`src/rtl/hazard_pkg.sv`:
```
// -----------------------------------------------------------------------------
// hazard_pkg
// Shared definitions for the 5-stage MIPS hazard/stall controller.
//   state_t   : controller FSM encoding (RUN / MEM_WAIT / TIMEOUT)
//   REG_ZERO  : architectural $zero, never a real dependency
//   NOP_INSTR : all-zero instruction loaded into IF/ID when it is flushed
// -----------------------------------------------------------------------------
package hazard_pkg;

  typedef enum logic [1:0] {
    RUN      = 2'd0,
    MEM_WAIT = 2'd1,
    TIMEOUT  = 2'd2
  } state_t;

  localparam logic [4:0]  REG_ZERO  = 5'd0;
  localparam logic [31:0] NOP_INSTR = 32'b0;

endpackage

```
`src/rtl/hazard_detect.sv`:
```
// -----------------------------------------------------------------------------
// hazard_detect
// Purely combinational load-use comparator.
// Ports:
//   i_mem_read  : instruction in EX is a load
//   i_idex_rt   : load destination register
//   i_ifid_rs   : rs of the instruction in ID
//   i_ifid_rt   : rt of the instruction in ID
//   o_load_use  : ID instruction consumes the load result too early
// -----------------------------------------------------------------------------
module hazard_detect
  import hazard_pkg::*;
(
  input  logic       i_mem_read,
  input  logic [4:0] i_idex_rt,
  input  logic [4:0] i_ifid_rs,
  input  logic [4:0] i_ifid_rt,
  output logic       o_load_use
);

  // A load into $zero writes nothing, so it can never create a dependency.
  assign o_load_use = i_mem_read && (i_idex_rt != REG_ZERO) &&
                      ((i_idex_rt == i_ifid_rs) || (i_idex_rt == i_ifid_rt));

endmodule

```
`src/rtl/hazard_ctrl.sv`:
```
// -----------------------------------------------------------------------------
// hazard_ctrl
// Pipeline hazard and stall controller for the 5-stage MIPS core. Produces
// PC hold, IF/ID hold/flush and ID/EX bubble controls from load-use hazards,
// control transfers resolved in ID and multi-cycle data-memory accesses. A
// small FSM freezes the pipeline while MEM waits for acknowledge, with a
// timeout guard that raises a sticky error flag.
//
// Optional feature macro: HAZARD_PERF_EN (adds saturating perf counters).
//
// Ports:
//   clk_i, rst_i        : clock, synchronous active-high reset
//   IDEX_MemRead_i      : EX instruction is a load
//   IDEX_RegRt_i        : load destination register
//   IFID_RegRs_i/Rt_i   : source registers of the ID instruction
//   branch_taken_i      : branch in ID resolved taken
//   jump_i              : jump in ID
//   mem_req_i/mem_ack_i : data-memory request / completion
//   PCWrite_o           : 1 = hold PC
//   IFIDWrite_o         : 1 = hold IF/ID
//   flush_o             : 1 = IF/ID loads NOP_INSTR
//   bubble_o            : 1 = zero ID/EX control fields
//   freeze_o            : 1 = hold all pipeline registers (MEM wait)
//   err_o               : sticky memory-timeout flag
//   stall_cnt_o, flush_cnt_o, freeze_cnt_o : perf counters (HAZARD_PERF_EN)
// -----------------------------------------------------------------------------
module hazard_ctrl
  import hazard_pkg::*;
#(
  parameter int MEM_TIMEOUT = 255,
  parameter int CNT_W       = 16
) (
  input  logic             clk_i,
  input  logic             rst_i,
  input  logic             IDEX_MemRead_i,
  input  logic [4:0]       IDEX_RegRt_i,
  input  logic [4:0]       IFID_RegRs_i,
  input  logic [4:0]       IFID_RegRt_i,
  input  logic             branch_taken_i,
  input  logic             jump_i,
  input  logic             mem_req_i,
  input  logic             mem_ack_i,
  output logic             PCWrite_o,
  output logic             IFIDWrite_o,
  output logic             flush_o,
  output logic             bubble_o,
  output logic             freeze_o,
  output logic             err_o
`ifdef HAZARD_PERF_EN
  ,
  output logic [CNT_W-1:0] stall_cnt_o,
  output logic [CNT_W-1:0] flush_cnt_o,
  output logic [CNT_W-1:0] freeze_cnt_o
`endif
);

  localparam int              WCNT_W = $clog2(MEM_TIMEOUT + 1);
  localparam logic [WCNT_W-1:0] TMO  = WCNT_W'(MEM_TIMEOUT);

  if (MEM_TIMEOUT < 1 || MEM_TIMEOUT > 255 || CNT_W < 1) begin : g_bad_param
    $error("hazard_ctrl: MEM_TIMEOUT must be 1..255 and CNT_W >= 1");
  end

  state_t            r_state;
  state_t            w_state_nxt;
  logic [WCNT_W-1:0] r_wait_cnt;
  logic [WCNT_W-1:0] w_wait_nxt;
  logic              r_err;
  logic              w_set_err;
  logic              w_load_use;
  logic              w_ctl_xfer;
  logic              w_freeze;
  logic              w_stall;

  hazard_detect u_detect (
    .i_mem_read (IDEX_MemRead_i),
    .i_idex_rt  (IDEX_RegRt_i),
    .i_ifid_rs  (IFID_RegRs_i),
    .i_ifid_rt  (IFID_RegRt_i),
    .o_load_use (w_load_use)
  );

  assign w_ctl_xfer = branch_taken_i || jump_i;

  // In MEM_WAIT the freeze lasts until ack; elsewhere a request that is not
  // acknowledged in the same cycle starts a new wait.
  assign w_freeze = (r_state == MEM_WAIT) ? !mem_ack_i : (mem_req_i && !mem_ack_i);

  // State register
  always_ff @(posedge clk_i) begin
    if (rst_i) begin
      r_state    <= RUN;
      r_wait_cnt <= '0;
      r_err      <= 1'b0;
    end else begin
      r_state    <= w_state_nxt;
      r_wait_cnt <= w_wait_nxt;
      if (w_set_err) r_err <= 1'b1;
    end
  end

  // Next-state logic
  always_comb begin
    w_state_nxt = r_state;
    w_wait_nxt  = r_wait_cnt;
    w_set_err   = 1'b0;
    case (r_state)
      MEM_WAIT: begin
        if (mem_ack_i) begin
          w_state_nxt = RUN;
          w_wait_nxt  = '0;
        end else if (r_wait_cnt == TMO) begin
          w_state_nxt = TIMEOUT;
          w_wait_nxt  = '0;
          w_set_err   = 1'b1;
        end else begin
          w_wait_nxt  = r_wait_cnt + WCNT_W'(1);
        end
      end
      RUN, TIMEOUT: begin
        if (mem_req_i && !mem_ack_i) begin
          w_state_nxt = MEM_WAIT;
          w_wait_nxt  = WCNT_W'(1);
        end
      end
      default: begin
        w_state_nxt = RUN;
        w_wait_nxt  = '0;
      end
    endcase
  end

  // Output logic: reset > freeze > load-use > control transfer
  always_comb begin
    PCWrite_o   = 1'b0;
    IFIDWrite_o = 1'b0;
    flush_o     = 1'b0;
    bubble_o    = 1'b0;
    freeze_o    = 1'b0;
    w_stall     = 1'b0;
    if (rst_i) begin
      flush_o  = 1'b1;
      bubble_o = 1'b1;
    end else if (w_freeze) begin
      PCWrite_o   = 1'b1;
      IFIDWrite_o = 1'b1;
      freeze_o    = 1'b1;
    end else if (w_load_use) begin
      // The branch/jump in ID is dropped here and re-resolved next cycle.
      PCWrite_o   = 1'b1;
      IFIDWrite_o = 1'b1;
      bubble_o    = 1'b1;
      w_stall     = 1'b1;
    end else if (w_ctl_xfer) begin
      flush_o = 1'b1;
    end
  end

  assign err_o = r_err && !rst_i;

`ifdef HAZARD_PERF_EN
  function automatic logic [CNT_W-1:0] sat_inc(input logic [CNT_W-1:0] v,
                                               input logic en);
    return (en && (v != '1)) ? v + CNT_W'(1) : v;
  endfunction

  logic [CNT_W-1:0] r_stall_cnt;
  logic [CNT_W-1:0] r_flush_cnt;
  logic [CNT_W-1:0] r_freeze_cnt;

  always_ff @(posedge clk_i) begin
    if (rst_i) begin
      r_stall_cnt  <= '0;
      r_flush_cnt  <= '0;
      r_freeze_cnt <= '0;
    end else begin
      r_stall_cnt  <= sat_inc(r_stall_cnt,  w_stall);
      r_flush_cnt  <= sat_inc(r_flush_cnt,  flush_o);
      r_freeze_cnt <= sat_inc(r_freeze_cnt, freeze_o);
    end
  end

  assign stall_cnt_o  = r_stall_cnt;
  assign flush_cnt_o  = r_flush_cnt;
  assign freeze_cnt_o = r_freeze_cnt;
`endif

endmodule

```
`config.mk`:
```
export PLATFORM = sky130hd
export DESIGN_NAME = hazard_ctrl
export DESIGN_NICKNAME = d
export VERILOG_FILES = /design/src/rtl/hazard_pkg.sv /design/src/rtl/hazard_detect.sv /design/src/rtl/hazard_ctrl.sv
export SDC_FILE = /design/constraint.sdc
export NUM_CORES = 1
export LEC_CHECK = 0
export CAP_MARGIN = 20
export CORE_UTILIZATION = 42
export CTS_BUF_LIST = sky130_fd_sc_hd__clkbuf_16
export DETAILED_ROUTE_END_ITERATION = 12
export PLACE_DENSITY = 0.82
export SKIP_CTS_REPAIR_TIMING = 1
export SYNTH_ARGS = -nofsm -noshare
export SYNTH_HDL_FRONTEND = slang
export SYNTH_HIERARCHICAL = 1
export SYNTH_SLANG_ARGS = --single-unit
```
`constraint.sdc`:
```
create_clock -name clk_i -period 2 [get_ports clk_i]
set_input_delay 0.4 -clock clk_i [delete_from_list [all_inputs] [get_ports clk_i]]
set_output_delay 0.4 -clock clk_i [all_outputs]
set_load 0.1 [all_outputs]
```
Word level (Yosys, flattened, before mapping)
Index checks and enable logic that the tools add are counted.

word-level totals
  bits in registers = 11
  input bits = 22

cells by class
  add/sub/neg operators = 1
  equality and inequality tests = 7
  muxes and demuxes = 23
  reduce and logical (&&, ||, !) cells = 12

operators with widths
  cell                                                                      number
  8-bit two-way mux                                                         3
  8-bit one-hot mux with 2 select lines                                     1
  1-bit two-way mux                                                         15
  5-bit == test                                                             2
  8-bit by 1-bit adder with 8-bit output (second input constant)            1
  8-bit == test (second input constant)                                     1
  2-bit two-way mux                                                         3
  5-bit nonzero test                                                        1
  1-bit logical AND                                                         4
  2-bit one-hot mux with 2 select lines                                     1
  3-bit by 2-bit inequality test with 1-bit output (second input constant)  1
  2-bit by 1-bit == test with 1-bit output (second input constant)          1
  2-bit == test (second input constant)                                     1
  1-bit logical NOT                                                         2
  2-bit logical NOT                                                         1
  1-bit logical OR                                                          2
  2-bit inequality test (second input constant)                             1
  2-bit AND reduction                                                       1
  2-bit OR reduction                                                        1

Longest topological paths before layout
  depth in word-level cells = 6
  gate-level depth with buffers = 7
  depth with buffers taken out = 7

Hierarchy
The synthesis kept the hierarchy.

by module, submodules not included
  module         times used  cells each  area each (um^2)
  hazard_ctrl    1           75          591.8
  hazard_detect  1           17          125.1

Worst setup path before layout
OpenSTA, ideal clock, no wires.

  kind = input -> output
  start point = input IDEX_RegRt_i[0]
  end point = output PCWrite_o
  data arrival time = 2825 ps
  required time = 1600 ps
  path slack = -1225 ps
  cell stages on the path = 7
  buffers on the path = 1
  cells stage by stage = xor2_1 > nor3_1 > nand3_1 > a21oi_1 > nor3_1 > nor2_1 > buf_4

on the way
  cells in the longest elaborated chain, start to end = 6
  elaborated cells between the ends (all ways) = 9
  classes of those cells = eq/ne (2); mux (3); reduce/logical (4)

RTL lines
  element                                                line                                      RTL
  start: declaration                                     hazard_ctrl.sv:36                         input logic [4:0] IDEX_RegRt_i,
  5-bit == test or 5-bit nonzero test (tied branches)    hazard_detect.sv:23, hazard_detect.sv:22
  1-bit logical OR or 1-bit logical AND (tied branches)  hazard_detect.sv:23, hazard_detect.sv:22
  1-bit logical AND *                                    hazard_detect.sv:22                       assign o_load_use = i_mem_read && (i_idex_rt != REG_ZERO) &&
  net w_load_use                                         hazard_ctrl.sv:70                         logic w_load_use;
  1-bit two-way mux * (3 in series)                      -
  end: declaration                                       hazard_ctrl.sv:43                         output logic PCWrite_o,

Mark *: on every way through the listed nets, which the timed path passes. The rest lies on a longest branch.

Final worst setup path
  start point = input IDEX_RegRt_i[4]
  end point = output flush_o

on the way
  cells in the longest elaborated chain, start to end = 6
  elaborated cells between the ends (all ways) = 9
  classes of those cells = eq/ne (2); mux (3); reduce/logical (4)

RTL lines
  element                                                line                                      RTL
  5-bit == test or 5-bit nonzero test (tied branches)    hazard_detect.sv:23, hazard_detect.sv:22
  1-bit logical OR or 1-bit logical AND (tied branches)  hazard_detect.sv:23, hazard_detect.sv:22
  1-bit logical AND *                                    hazard_detect.sv:22
  net w_load_use                                         hazard_ctrl.sv:70
  1-bit two-way mux *                                    hazard_ctrl.sv:148                        end else if (w_load_use) begin
  1-bit two-way mux *                                    hazard_ctrl.sv:144                        end else if (w_freeze) begin
  1-bit two-way mux *                                    hazard_ctrl.sv:141                        if (rst_i) begin
  end: declaration                                       hazard_ctrl.sv:45                         output logic flush_o,

Marks and branches as above.

==> qor.csv <==
metric,value,unit
power,0.000800,W
vias_per_cell,5.62,
place.gp.congestion,0.795,
violations,setup timing,
register_area,220,um2
timing.critical_path.required,1.60,ns
initial_core_util,0.465,
synthesis.nets,115,
setup_viol,3,
floorplan.die_area,1880,um2
drt_wl_total,2.16,mm
filler_cell_count,91,
width_of_the_die,43.3,um
cap_viol_max_count,0,
synth_sequential_area_ratio,0.307,
hpwlAfterDp,1.59,mm
fmaxAchievable,0.433,GHz
power.internal,0.000587,W
numClockSinks,11,
worstPathArrival,1.91,ns
switching_share,0.267,
antenna_found_initial,0,
powerDensity,628,nW/um2
worst_pin_slew,0.350,ns
hold_viol,0,
postLayoutSetupSlackWorst,-0.307,ns
crit_fanout,3,
vias,826,
outcome,finished with violations,
post-place-cells,142,
setup.worst_path.start_class,primary input,
finalMaxSlewViolations,0,
htreeDepth,1,
instances_no_fill,147,
drc_errors,0,
grt_start_max_net_pins,9,
holdWs,0.487,ns
synth_area_per_cell,7.79,um2
p_leak,0.590,nW
p_sw,0.000214,W
clk_transition_reported_paths,0.04,ns
groute.usage.overall,0.242,
cts_made_buffers,3,
synthTopCellsByArea,"dfxtp_1, xor2_1, nand2_1",
combinational_share_of_power,0.266,
relSlewSlack,0.766,
yosys.area.top_type_share,0.307,
netlist.top_cell.by_area,dfxtp_1,
clkPwrFrac,0.449,
grt_pass1_vias,755,
buffer_ports.inserted,27,
synthesis.instances,92,
area_of_the_core_region,1540,um2
cp-end-kind,primary output,
globalRouteOverflowTotal,0,
syn_to_layout_area_delta,77.7,%
number_of_enable_flip_flop_cells_after_synthesis,0,
pre_cts_ws,-0.512,ns
cts_tree,built,
routed_wire_length_per_instance,14.7,um
drtIter0Drc,21,
first_pass_iters,4,
async_flop_share,0,
vdd_ir_drop_max,0.634,mV
skew,0.000288,ns
fraction_of_layout_cells_with_a_size_suffix_above_1,0.336,
design.portCount,28,
clock-root-buffer,clkbuf_16,
post_synth_instance_area,717,um2
synth-seq-cells,11,
most_used_dff_post_synth,dfxtp_1,
deepest_clock_path_buffer_count,2,
first_pass_grt_wire_length,3.41,mm
synth_cell_types,30,
placement_rows,14,
rrSetupSlack,0.40,ns
multiInputGateArea,538,um2
rsz0062_at_grt,true,
worst-setup-path-type,primary input to primary output,
worst_skew_pair.late_latency,0.24,ns
min_period_over_period,1.15,
yosys_warnings,6,
insertedDiodeCount,0,
antenna_violating_nets_post_route,0,
floorplan.die.height,43.3,um
timing.hold.worst.class,flop to flop,
power_frac_seq,0.285,
final_nets,155,
min_period,2.31,ns
power groups by stage:
stage,clock network [W],registers [W],logic (W)
after floorplan,0,0.000230,0.000106
after global placement,0,0.000231,0.000204
after detailed placement,0,0.000231,0.000207
after CTS,0.000359,0.000228,0.000209
after global routing,0.000368,0.000228,0.000225
final,0.000359,0.000228,0.000213
synth_stat cells (2+ instances only):
cell / count
nand2_1: 12
nor2_1: 12
dfxtp_1: 11
nand3_1: 6
nor3_1: 6
xor2_1: 6
a21oi_1: 5
o21ai_0: 5
xnor2_1: 5
a211o_1: 2
inv_1: 2
nor2b_1: 2
registers in the layout, summed over array words and instances (netlist names):
| signal | count |
|---|---|
| r_err | 1 |
| r_wait_cnt | 8 |
| r_state | 2 |
critical path, cell delays in order:
cell and delay [ns]:
buf_6 0.10, or4_4 0.53, o21ai_2 0.17, a21oi_2 0.06
nor3_2 0.20, buf_4 0.15, o21ai_4 0.05, nand2_4 0.06
buf_12 0.17
layout by cell type, fill, tap and decap left out, types with 4 or more instances in the layout:
cell type        instances
buf_4                   11
dfxtp_1                 11
nor2_1                  10
nand2_1                 10
dlymetal6s2s_1          10
nand3_1                  6
buf_12                   6
xor2_1                   6
nor3_1                   5
clkdlybuf4s50_1          5
o21ai_0                  4
a21oi_1                  4
xnor2_1                  4
clkbuf_2                 4
cell type report:
class	instances	area share
clock buffers	3	0.0589
flip-flops and latches	11	0.173
clock inverters	1	0.00295
well taps	16	0.0157
repair buffers	37	0.321
inverters	2	0.00589
multi-input cells	77	0.422
kinds of logic after synthesis:
kind of cell,after synthesis,share of synthesized area
adder cells (fa/ha/maj),1,0.0174
AO/OA/AOI/OAI,19,0.185
buffers and inverters,4,0.0262
AND/OR/NAND/NOR,46,0.330
flip-flops,11,0.307
XOR/XNOR,11,0.134
per-layer routing:
| layer | vias to the layer above | track usage | share of wire |
|---|---|---|---|
| met3 | 5 | 0.00851 | 0.061 |
| met4 | 0 | 0.103 | 0.022 |
| met2 | 44 | 0.445 | 0.52 |
| met5 | - | 0 | 0 |
| li1 | 405 | - | - |
| met1 | 372 | 0.289 | 0.40 |
worst paths after layout:
path                        end  cells past startpoint       startpoint
setup reg to reg  r_wait_cnt[3]                      5    r_wait_cnt[0]
hold reg to reg   r_wait_cnt[1]                      2    r_wait_cnt[1]
hold / removal    r_wait_cnt[1]                      2    r_wait_cnt[1]
setup / recovery        flush_o                      9  IDEX_RegRt_i[4]
stage by stage:
step | instance area, um2 | utilization | TNS [ns]
after floorplan | 744 | - | -0.485
after CTS | 1230 | 0.798 | -1.87
after global routing | 1270 | 0.826 | -0.878
final | 1270 | 0.826 | -0.782
after global placement | 1150 | 0.747 | -1.89
after detailed placement | 1150 | 0.747 | -1.82
Power figures use the tool's default switching activity.
==> variant 1 (config.mk and constraints unchanged) <==
Set the package constant `REG_ZERO` to 5'd1 (it was 5'd0).
--- a/src/rtl/hazard_pkg.sv
+++ b/src/rtl/hazard_pkg.sv
@@ -13,7 +13,7 @@
     TIMEOUT  = 2'd2
   } state_t;
 
-  localparam logic [4:0]  REG_ZERO  = 5'd0;
+  localparam logic [4:0]  REG_ZERO  = 5'd1;
   localparam logic [31:0] NOP_INSTR = 32'b0;
 
 endpackage
Formal check against the unedited RTL: not equivalent (Yosys sat finds a counterexample within 4 cycles, from zero or initial values and one cycle with rst_i high).
==> variant 1 against the unedited design <==
The flow finishes with violations (design-rule violations, negative setup slack); count of clock-buffer cells in the layout is the same; final cell count stayed put; via count up 4.6%; combinational power rose by 5%; die area grew 0.32%; setup slack gained 0.054 ns; worst hold slack hardly changed; clock skew grew 0.00092 ns; wire length grew 26%; synthesized cell count stayed put; design area increased by 3.8%; synthesized area is 0.35% higher; sequential cell count unchanged; total power increased by 1.6%; critical endpoint unchanged; largest power group unchanged.
==> variant 1: results (changes against the unedited design) <==
Clocking
  • CTS clk-pin slew, worst paths: 0.04 ns (about the same)
  • H-tree levels: 1 (unchanged)
  • Clock Tree Buf Depth: 2 (unchanged)
  • Clock root cell: clkbuf_16
  • Worst-Skew Late Latency: 0.24 ns (about the same)
  • Total CTS buffers: 3 (unchanged)

Timing
  • Max-slew violations: 0 (unchanged)
  • TNS Setup: -0.804 ns (-0.0227 ns)
  • Endpoints failing setup: 5 (+2)
  • Setup Skew: 0.00121 ns (+0.000917 ns)
  • Worst Slack Setup Final: -0.253 ns (+0.0540 ns)
  • Worst slew pin tran: 0.416 ns (+0.0668 ns)

Cells and area
  • Antenna fix cells: 0 (unchanged)
  • Final #Nets: 155 (unchanged)
  • Largest regs: r_wait_cnt (8), r_state (2), r_err (1)
  • Layout cells sized above 1: 35.9% (+2.3 points)

Routing
  • Drt initial violations: 38 (+81%)
  • Vias: 864 (+4.6%)
  • First-pass DRT Iterations: 8 (+4)
  • DRC: 6 (+6)
  • Vias/cell: 5.88 (+4.6%)
  • Wirelength, routed: 2720 um (+26%)

Worst setup path
  • CP Launch Point: IDEX_RegRt_i[3]
  • FF-to-FF Start: r_wait_cnt[0]
  • Max stage delay on crit path: 0.52 ns
  • Critical path's slowest cell: or4b_4
  • Crit path launch type: primary input
  • Critical Path Fanout Max: 2 (-1)
  • CP Data Arrival Time: 1.85 ns (-0.06 ns)

Synth
  • Syn Area/Cell: 7.82 um^2 (+0.35%)
  • Synth Warn #: 6 (unchanged)
  • Commonest cells post-synth: nand2_1, nor2_1, dfxtp_1
  • Async SR Flop Fraction: 0% (unchanged)
  • Syn Nets: 115 (unchanged)
  • Ranking of synthesized cells by area: dfxtp_1, xor2_1, nand2_1
  • Cell variety after synth: 30 (unchanged)
  • Post-synthesis sequential area ratio: 30.6% (-0.11 points)

Place
  • Post-detail-place hpwl: 1660 um (+4.5%)
  • PortBufs: 27 (unchanged)
  • DP Cell Count: 143 (+0.70%)
  • GPL Wtd Cong: 0.789 (-0.82%)

GRT
  • Largest net degree at the start of global routing: 9 (unchanged)
  • GRT Total Usage: 26.8% (+2.6 points)
  • Vias in the first global route: 790 (+4.6%)
  • Initial antenna violation count: 0 (unchanged)
  • Global-route wire length before repair: 3630 um (+6.5%)

Worst hold path
  • Hold/Removal Path Class: reg -> reg
  • Hold_sp: r_wait_cnt[1]

Run status
  • Violated checks: design-rule violations, negative setup slack
  • Status: finished, violations left

Power and ir drop
  • Peak supply drop: 0.612 mV (-3.5%)
  • Total leakage power: 0.613 nW (+3.9%)
==> variant 1: layout make-up <==
type,instances,area [um^2]
fill,79,236
tap,16,20.0
clock buffer,3,75.1
clock inverter,1,5.00
sequential,11,220
multi-input combinational,77,559
timing repair buffer,37,435
inverter,2,7.51
==> variant 1: where the power goes <==
| group | internal [mW] | switching, mW |
|---|---|---|
| logic | 0.104 | 0.119 |
| registers | 0.224 | 0.00420 |
| clock network | 0.264 | 0.0978 |
| total | 0.592 | 0.221 |
==> variant 1: worst paths after layout <==
path	depth (start not counted)	slack, ns	endpoint
setup / recovery	8	-0.25	flush_o
hold / removal	2	0.49	r_wait_cnt[1]
setup reg to reg	5	0.26	r_wait_cnt[4]
hold reg to reg	2	0.49	r_wait_cnt[1]
==> variant 1: logic make-up after synthesis <==
kind of cell | synth area share (%)
AND/OR/NAND/NOR | 33.2
AO/OA/AOI/OAI | 18.4
XOR/XNOR | 13.4
flip-flops | 30.6
buffers and inverters | 2.61
adder cells (fa/ha/maj) | 1.74
==> variant 1: per-layer routing <==
layer  wire, um  global-route usage (%)  up-vias
met4         60                    8.75        0
li1           -                       -      403
met3        195                    7.92        6
met5          0                       0        -
met1       1070                    33.4      409
met2       1390                    44.2       46
==> variant 1: critical path: cells and delay by family <==
family / cells / cell delay (ns)
compound gates: 3 / 0.34
simple gates: 3 / 0.85
buf+inv: 2 / 0.26
==> variant 1: through the flow <==
stage                     setup slack [ns]  instance area (um^2)
after floorplan                     -0.366                   747
after global placement              -0.542                  1160
after detailed placement            -0.650                  1160
after CTS                           -0.654                  1240
after global routing                -0.304                  1320
final                               -0.253                  1320
==> variant 2 (same flow settings) <==
Without the edit above. Re-encode `state_t` (3 states) as one-hot, 3 bits wide.
--- a/src/rtl/hazard_pkg.sv
+++ b/src/rtl/hazard_pkg.sv
@@ -7,10 +7,10 @@
 // -----------------------------------------------------------------------------
 package hazard_pkg;
 
-  typedef enum logic [1:0] {
-    RUN      = 2'd0,
-    MEM_WAIT = 2'd1,
-    TIMEOUT  = 2'd2
+  typedef enum logic [2:0] {
+    RUN      = 3'b001,
+    MEM_WAIT = 3'b010,
+    TIMEOUT  = 3'b100
   } state_t;
 
   localparam logic [4:0]  REG_ZERO  = 5'd0;
Behaviour: same outputs for any inputs over 10 cycles, from zero or initial values and one cycle with rst_i high; not proved beyond that.
==> variant 2 against the unedited design <==
The flow still finishes with violations (negative setup slack); synthesized cell count increased by 11%; total power is 2.8% higher; design area rose by 13%; final cell count grew 14%; wire length rose by 14%; synthesized area grew 9.1%; sequential share of layout area shrank 0.58 points; highest routed layer unchanged; setup slack gained 0.047 ns; sequential cell count is 1 higher.
==> variant 2: results (changes against the unedited design) <==
Worst setup path
  • Worst R2R Setup Slack: 0.21 ns (-0.19 ns)
  • Reg2reg path depth: 3 (-2)
  • FF-to-FF Start: r_state[2]
  • Critical path's slowest cell: a21oi_4
  • CP Data Arrival Time: 1.86 ns (-0.05 ns)
  • R2R Path End: r_wait_cnt[7]
  • Max stage delay on crit path: 0.27 ns (-0.26 ns)

GRT
  • Global-route wire length before repair: 3660 um (+7.5%)
  • GRT Total Usage: 25.4% (+1.2 points)
  • Largest net degree at the start of global routing: 11 (+2)
  • Vias in the first global route: 875 (+16%)

Power and ir drop
  • Peak supply drop: 0.487 mV (-23%)
  • Total leakage power: 0.650 nW (+10%)
  • NetSw: 0.216 mW (+1.1%)
  • Cell internal pwr: 0.607 mW (+3.4%)

Timing
  • Endpoints failing setup: 4 (+1)
  • Setup Skew: 0.000645 ns (+0.000356 ns)
  • Worst Slack Setup Final: -0.260 ns (+0.0468 ns)
  • Worst slew pin tran: 0.324 ns (-0.0253 ns)
  • TNS Setup: -0.888 ns (-0.106 ns)

Routing
  • Vias/cell: 5.58 (-0.68%)
  • Vias: 932 (+13%)
  • Wirelength, routed: 2470 um (+14%)
  • Drt initial violations: 37 (+76%)

Synth
  • Commonest cells post-synth: nor2_1, dfxtp_1, a21oi_1, nand3_1
  • Syn Area/Cell: 7.67 um^2 (-1.6%)
  • Post-synthesis sequential area ratio: 30.7% (about the same)
  • Cell variety after synth: 35 (+17%)
  • Ranking of synthesized cells by area: dfxtp_1, nor2_1, xor2_1
  • Syn Nets: 125 (+8.7%)

Cells and area
  • Layout cells sized above 1: 31.0% (-2.6 points)
  • Final #Nets: 167 (+7.7%)
  • Largest regs: r_wait_cnt (8), r_state (3), r_err (1)
  • Fill cell count: 109 (+20%)

Place
  • GPL Wtd Cong: 0.855 (+7.5%)
  • DP Cell Count: 162 (+14%)
  • Post-detail-place hpwl: 1850 um (+16%)

Run status
  • Violated checks: negative setup slack
  • Status: finished, violations left

Worst hold path
  • Hold/Removal Path Class: reg -> reg
  • Worst Hold Path EP: r_err
  • Hold_sp: r_err

Clocking
  • Total CTS buffers: 3 (unchanged)
## variant 2: cells by family after synthesis
| family | Yosys count | synth area share, % |
|---|---|---|
| AOI/OAI and AO/OA | 22 | 17.4 |
| xor gates and xnor gates | 11 | 12.3 |
| adders and majority gates | 1 | 1.60 |
| buffers and inverters | 5 | 4.00 |
| DFF | 12 | 30.7 |
| muxes | 1 | 1.28 |
| and+or+nand+nor | 50 | 32.6 |
## variant 2: power groups by stage
stage / Combinational [mW] / Sequential, mW / Clock (mW)
floorplan: 0.104 / 0.251 / 0
global placement: 0.197 / 0.252 / 0
detailed placement: 0.203 / 0.253 / 0
CTS: 0.204 / 0.249 / 0.360
global route: 0.225 / 0.249 / 0.380
finish: 0.214 / 0.249 / 0.359
## variant 2: area by class of cell
cell class,instances,share of cell area [%]
multi-input combinational,85,42.9
timing repair buffer,41,32.7
sequential,12,16.7
clock buffer,3,5.19
tap,25,2.16
inverter,1,0.260
## variant 2: worst max-delay path, delay by kind of cell
kind | cells | cell delay [ns]
buffers and inverters | 4 | 0.53
AO/OA/AOI/OAI | 2 | 0.41
AND/OR/NAND/NOR | 2 | 0.38
XOR/XNOR | 1 | 0.13
## variant 2: worst max path at each step
stage                endpoint  slack [ns]       startpoint
floorplan             flush_o       -0.59  IDEX_RegRt_i[1]
global placement      flush_o       -0.48  IDEX_RegRt_i[4]
detailed placement   bubble_o       -0.53  IDEX_RegRt_i[0]
CTS                  bubble_o       -0.53  IDEX_RegRt_i[0]
global route        PCWrite_o       -0.31  IDEX_RegRt_i[4]
finish              PCWrite_o       -0.26  IDEX_RegRt_i[4]
## variant 2: routing by layer
layer / part of all wire (%) / vias up / track usage, %
met3: 5.1 / 6 / 8.40
met5: 0 / - / 0
met1: 38 / 439 / 26.8
li1: - / 447 / -
met2: 55 / 40 / 47.2
met4: 1.7 / 0 / 7.27
## variant 2: stage by stage
step / setup WS (ns) / hold WS, ns / cell area (um^2) / power, mW
CTS: -0.532 / 0.473 / 1350 / 0.813
global route: -0.307 / 0.511 / 1450 / 0.854
floorplan: -0.588 / 0.432 / 860 / 0.355
global placement: -0.479 / 0.450 / 1270 / 0.450
finish: -0.260 / 0.477 / 1450 / 0.823
detailed placement: -0.529 / 0.471 / 1270 / 0.455
